**src/rtl/cpu_types_pkg.sv**
```systemverilog
// Shared CPU types: RAM status, arbiter states, data word, starvation limit.
// Imported by mem_arbiter and its bench.
package cpu_types_pkg;

    typedef logic [31:0] word_t;

    typedef enum logic [1:0] {
        FREE   = 2'd0,
        BUSY   = 2'd1,
        ACCESS = 2'd2,
        ERROR  = 2'd3
    } ramstate_t;

    typedef enum logic [1:0] {
        IDLE = 2'd0,
        IACC = 2'd1,
        DACC = 2'd2
    } arb_state_t;

    localparam logic [2:0] STARVE_LIMIT = 3'd4;

endpackage

```
**src/rtl/mem_arbiter.sv**
```systemverilog
// Single-port RAM arbiter between icache and dcache; dcache has priority.
// Optional starvation guard for the icache: define ARB_STARVE_GUARD_EN.
module mem_arbiter
    import cpu_types_pkg::*;
(
    input  logic      CLK,
    input  logic      nRST,
    input  logic      iREN,
    input  word_t     iaddr,
    input  logic      dREN,
    input  logic      dWEN,
    input  word_t     daddr,
    input  word_t     dstore,
    output logic      iwait,
    output logic      dwait,
    output word_t     iload,
    output word_t     dload,
    output logic      ramREN,
    output logic      ramWEN,
    output word_t     ramaddr,
    output word_t     ramstore,
    input  word_t     ramload,
    input  ramstate_t ramstate
);

    arb_state_t state;
    arb_state_t next;
    logic       dreq;
    logic       starved;

    assign dreq  = dREN | dWEN;
    assign iload = ramload;
    assign dload = ramload;

`ifdef ARB_STARVE_GUARD_EN
    logic [2:0] starve_cnt;

    assign starved = (starve_cnt == STARVE_LIMIT);

    // Count dcache wins while the icache waits; saturate at the limit.
    always_ff @(posedge CLK or negedge nRST) begin
        if (!nRST) begin
            starve_cnt <= '0;
        end else if (state == IACC && !iwait) begin
            starve_cnt <= '0;
        end else if (state == IDLE && !iREN) begin
            starve_cnt <= '0;
        end else if (state == DACC && !dwait && iREN && !starved) begin
            starve_cnt <= starve_cnt + 3'd1;
        end
    end
`else
    assign starved = 1'b0;
`endif

    // State register; reset abandons any access in flight.
    always_ff @(posedge CLK or negedge nRST) begin
        if (!nRST) begin
            state <= IDLE;
        end else begin
            state <= next;
        end
    end

    // Grant selection, RAM steering and wait pulses.
    always_comb begin
        next     = state;
        iwait    = 1'b1;
        dwait    = 1'b1;
        ramREN   = 1'b0;
        ramWEN   = 1'b0;
        ramaddr  = '0;
        ramstore = '0;
        unique case (state)
            IDLE: begin
                if (dreq && !starved) begin
                    next = DACC;
                end else if (iREN) begin
                    next = IACC;
                end
            end
            IACC: begin
                ramREN  = 1'b1;
                ramaddr = iaddr;
                if (!iREN) begin
                    next = IDLE;
                end else if (ramstate == ACCESS) begin
                    iwait = 1'b0;
                    next  = IDLE;
                end
            end
            DACC: begin
                ramaddr  = daddr;
                ramstore = dstore;
                ramWEN   = dWEN;
                ramREN   = dREN & ~dWEN;
                if (!dreq) begin
                    next = IDLE;
                end else if (ramstate == ACCESS) begin
                    dwait = 1'b0;
                    next  = IDLE;
                end
            end
            default: begin
                next = IDLE;
            end
        endcase
    end

endmodule

```
**config.mk**
```make
export PLATFORM = sky130hd
export DESIGN_NAME = mem_arbiter
export DESIGN_NICKNAME = d
export VERILOG_FILES = /design/src/rtl/cpu_types_pkg.sv /design/src/rtl/mem_arbiter.sv
export SDC_FILE = /design/constraint.sdc
export NUM_CORES = 1
export LEC_CHECK = 0
export BUFFER_PORTS_ARGS = -buffer_cell sky130_fd_sc_hd__buf_2
export CORE_AREA = 4 4 102 104
export CTS_BUF_LIST = sky130_fd_sc_hd__clkbuf_8 sky130_fd_sc_hd__clkbuf_16
export CTS_CLUSTER_SIZE = 24
export DETAILED_ROUTE_END_ITERATION = 16
export DIE_AREA = 0 0 106 108
export GPL_ROUTABILITY_DRIVEN = 0
export HOLD_SLACK_MARGIN = 0.06
export PLACE_DENSITY = 0.53
export SKIP_LAST_GASP = 1
export SLEW_MARGIN = 25
export SYNTH_ARGS = -nofsm -noshare
export SYNTH_HDL_FRONTEND = slang
export SYNTH_SLANG_ARGS = --single-unit
export TNS_END_PERCENT = 100
```
**constraint.sdc**
```tcl
create_clock -name CLK -period 2.2 [get_ports CLK]
set_clock_uncertainty 0.1 [all_clocks]
set_input_delay 0.33 -clock CLK [delete_from_list [all_inputs] [get_ports CLK]]
set_output_delay 0.33 -clock CLK [all_outputs]
set_load 0.005 [all_outputs]
```
==> metrics.txt <==
# TYPE chip_impl_metric gauge
chip_impl_metric{name="report.power.total",unit="mW"} 1.656
chip_impl_metric{name="detailedRoute.firstPassIterationCount",unit=""} 4
chip_impl_metric{name="synth.ff_latch_count",unit=""} 2
chip_impl_metric{name="post-cts-setup-buffers",unit=""} 0
chip_impl_metric{name="number_of_antenna_violations_at_the_first_check_in_global_routing",unit=""} 0
chip_impl_info{name="top_register_by_number_of_flip_flops",value="state"} 1
chip_impl_metric{name="clock_path_buffers",unit=""} 2
chip_impl_metric{name="total_nets_final",unit=""} 439
chip_impl_metric{name="avgRoutedWirePerCell",unit="um"} 12.92
chip_impl_metric{name="die_height",unit="um"} 108
chip_impl_info{name="critical_path.endpoint_type",value="output pin"} 1
chip_impl_metric{name="via_count_of_the_first_global_routing_pass",unit=""} 1601
chip_impl_metric{name="drive_above_1_share",unit="%"} 59.40
chip_impl_metric{name="worst_slew_margin_rel",unit="%"} 78.81
chip_impl_metric{name="yosys.area.top_type_share",unit="%"} 34.59
chip_impl_info{name="clock-root-buffer",value="clkbuf_8"} 1
chip_impl_metric{name="ctsResizeCount",unit=""} 0
chip_impl_metric{name="cts.clk_slew.worst_paths",unit="ns"} 0.03
chip_impl_metric{name="postSynthNetCount",unit=""} 338
chip_impl_info{name="crit_type",value="flop to output pin"} 1
chip_impl_metric{name="num_cts_buffers",unit=""} 3
chip_impl_metric{name="max_slew.worst_pin.slew",unit="ns"} 0.3159
chip_impl_metric{name="share_of_the_cycle_needed_by_the_critical_path_after_routing",unit="%"} 92.90
chip_impl_metric{name="power.static_leakage",unit="nW"} 1.075
chip_impl_metric{name="max_ffs_per_register",unit=""} 2
chip_impl_metric{name="synth_async_sr_flop_share",unit="%"} 100.0
chip_impl_metric{name="fp.coreArea",unit="mm^2"} 0.009549
chip_impl_metric{name="cts_hold_buffers",unit=""} 1
chip_impl_metric{name="grt_pass1_wl",unit="um"} 8135
chip_impl_metric{name="ant_nets",unit=""} 0
chip_impl_info{name="ys_top_cells_by_count",value="buf_4, and2_1, nor2b_1, a22oi_1, clkbuf_1"} 1
chip_impl_metric{name="drt_iter0_drc",unit=""} 99
chip_impl_info{name="setup_repair_after_global_routing_missed_its_margin",value="no"} 1
chip_impl_info{name="startpoint_type",value="flop"} 1
chip_impl_metric{name="post_synth.cell_area_avg",unit="um^2"} 6.979
chip_impl_metric{name="ios",unit=""} 267
chip_impl_metric{name="worstPathArrival",unit="ns"} 1.61
chip_impl_metric{name="max_cap_violations",unit=""} 0
chip_impl_metric{name="placement.io_buffers",unit=""} 170
chip_impl_metric{name="final_critical_path_setup_slack",unit="ns"} 0.1561
chip_impl_info{name="tritoncts",value="yes"} 1
chip_impl_metric{name="maximum_number_of_pins_on_one_net_before_global_route_repair",unit=""} 69
chip_impl_info{name="hold_path.class",value="primary input to asynchronous set/reset pin"} 1
chip_impl_info{name="outcome",value="finished, final reports clean"} 1
chip_impl_info{name="reg.largest.list",value="state: 2 flops"} 1
chip_impl_metric{name="placement_rows",unit=""} 36
chip_impl_metric{name="dpl.hpwl",unit="um"} 4602
chip_impl_info{name="synthFlopType",value="dfrtp_1"} 1
chip_impl_info{name="netlist_top_cells_area",value="buf_4, a22oi_1, and2_1"} 1
chip_impl_metric{name="detail_route.wirelength",unit="um"} 5570
chip_impl_metric{name="dpl_worst_slack",unit="ns"} 0.3417
chip_impl_metric{name="antennaDiodeCount",unit=""} 0
chip_impl_metric{name="mappedNetlistArea",unit="mm^2"} 0.001389
chip_impl_metric{name="vdd_ir_drop_max",unit="uV"} 303.8
chip_impl_metric{name="start_util",unit="%"} 14.54
chip_impl_metric{name="crit_path_max_fanout",unit=""} 29
chip_impl_metric{name="yosysWarnings",unit=""} 0
chip_impl_metric{name="syn2layout_area_growth",unit="%"} 42.70
chip_impl_metric{name="worst-endpoint-required",unit="ns"} 1.77
chip_impl_metric{name="timing.final.crit_period",unit="ns"} 2.044
chip_impl_metric{name="synth_edf_count",unit=""} 0
chip_impl_metric{name="power_per_cell_area",unit="mW/mm^2"} 835.6
chip_impl_metric{name="report.final.setup_viol",unit=""} 0
chip_impl_info{name="post-synth-top-count-cell",value="buf_4"} 1
chip_impl_metric{name="vias_per_cell",unit=""} 3.773
chip_impl_metric{name="hold_viol_final",unit=""} 0
chip_impl_metric{name="synth.distinct_cells",unit=""} 22
chip_impl_metric{name="drt_drc_violations_left",unit=""} 0
chip_impl_info{name="synth.largest_area_cell",value="buf_4"} 1
chip_impl_metric{name="synth_cells",unit=""} 199
chip_impl_metric{name="die_width",unit="um"} 106
chip_impl_metric{name="tritoncts_num_sinks",unit=""} 2
chip_impl_metric{name="timing.setup.tns",unit="ns"} 0
chip_impl_metric{name="maxClockFrequency",unit="MHz"} 489.3
chip_impl_metric{name="cts-htree-levels",unit=""} 1
chip_impl_metric{name="grtUsageTotal",unit="%"} 8.682
chip_impl_metric{name="timing.hold.ws",unit="ns"} 0.3511
chip_impl_metric{name="fp.dieArea",unit="mm^2"} 0.01145
chip_impl_metric{name="synth.yosys.seq_area_share",unit="%"} 3.604
chip_impl_metric{name="globalRouteOverflowTotal",unit=""} 0
chip_impl_metric{name="vias",unit=""} 1626
chip_impl_metric{name="worst_skew_pair.late_latency",unit="ns"} 0.21
chip_impl_metric{name="report.final.slew_viol_count",unit=""} 0
==> cells in the final DEF, fill, tap and decap left out, types with 3 or more instances in the layout <==
cell,instances
a22oi_1,32
ha_1,3
nor2_1,3
clkbuf_8,3
buf_12,3
buf_2,170
and2_1,33
nor2b_1,33
==> critical path, cell delays in order, from the launching register on <==
cell and delay [ns]:
dfrtp_1 0.41, inv_1 0.09, ha_1 0.42, buf_12 0.20
nor2b_1 0.15, buf_2 0.13
==> power by group <==
group / internal [mW] / leakage (nW) / switching (mW)
clock: 0.116 / 0.0216 / 0.0297
sequential: 0.0498 / 0.0256 / 0.0166
combinational: 0.755 / 1.03 / 0.689
==> metrics by stage <==
stage	cells	utilization, %	area [um^2]
finish	431	20.75	1982
global route	431	20.75	1982
CTS	431	20.75	1982
detailed placement	427	20.22	1931
global placement	427	20.22	1931
floorplan	199	-	1389
==> per-layer routing <==
metal,vias up,wire [um],track usage (%)
met4,0,106,2.313
met5,-,0,0
met2,117,2894,16.39
met1,697,1954,9.271
li1,798,-,-
met3,14,614,2.866
==> cell type report <==
type | instances | area, um^2
clock buffer | 3 | 41.29
fill | 1109 | 7567
inverter | 2 | 7.507
multi-input combinational | 117 | 795.8
sequential | 2 | 50.05
tap | 133 | 166.4
timing repair buffer | 174 | 920.9
==> logic make-up after synthesis <==
| group | count (synthesis) | share of synthesized area [%] |
|---|---|---|
| buffers and inverters | 80 | 39.28 |
| AND/OR/NAND/NOR | 74 | 32.70 |
| adder cells (fa/ha/maj) | 4 | 3.604 |
| AO/OA/AOI/OAI | 39 | 20.81 |
| flip-flops | 2 | 3.604 |
==> worst paths after layout <==
check / depth (start not counted) / end / from / slack [ns]
min reg2reg: 1 / state[0] / state[0] / 0.49
max: 5 / ramaddr[7] / state[0] / 0.16
max reg2reg: 6 / state[1] / state[0] / 0.38
min: 2 / state[1] / nRST / 0.35
min in group CLK: 3 / state[0] / iREN / 0.48
max in group asynchronous: 2 / state[0] / nRST / 1.55
Note: power is estimated with default switching activity, not from simulation.
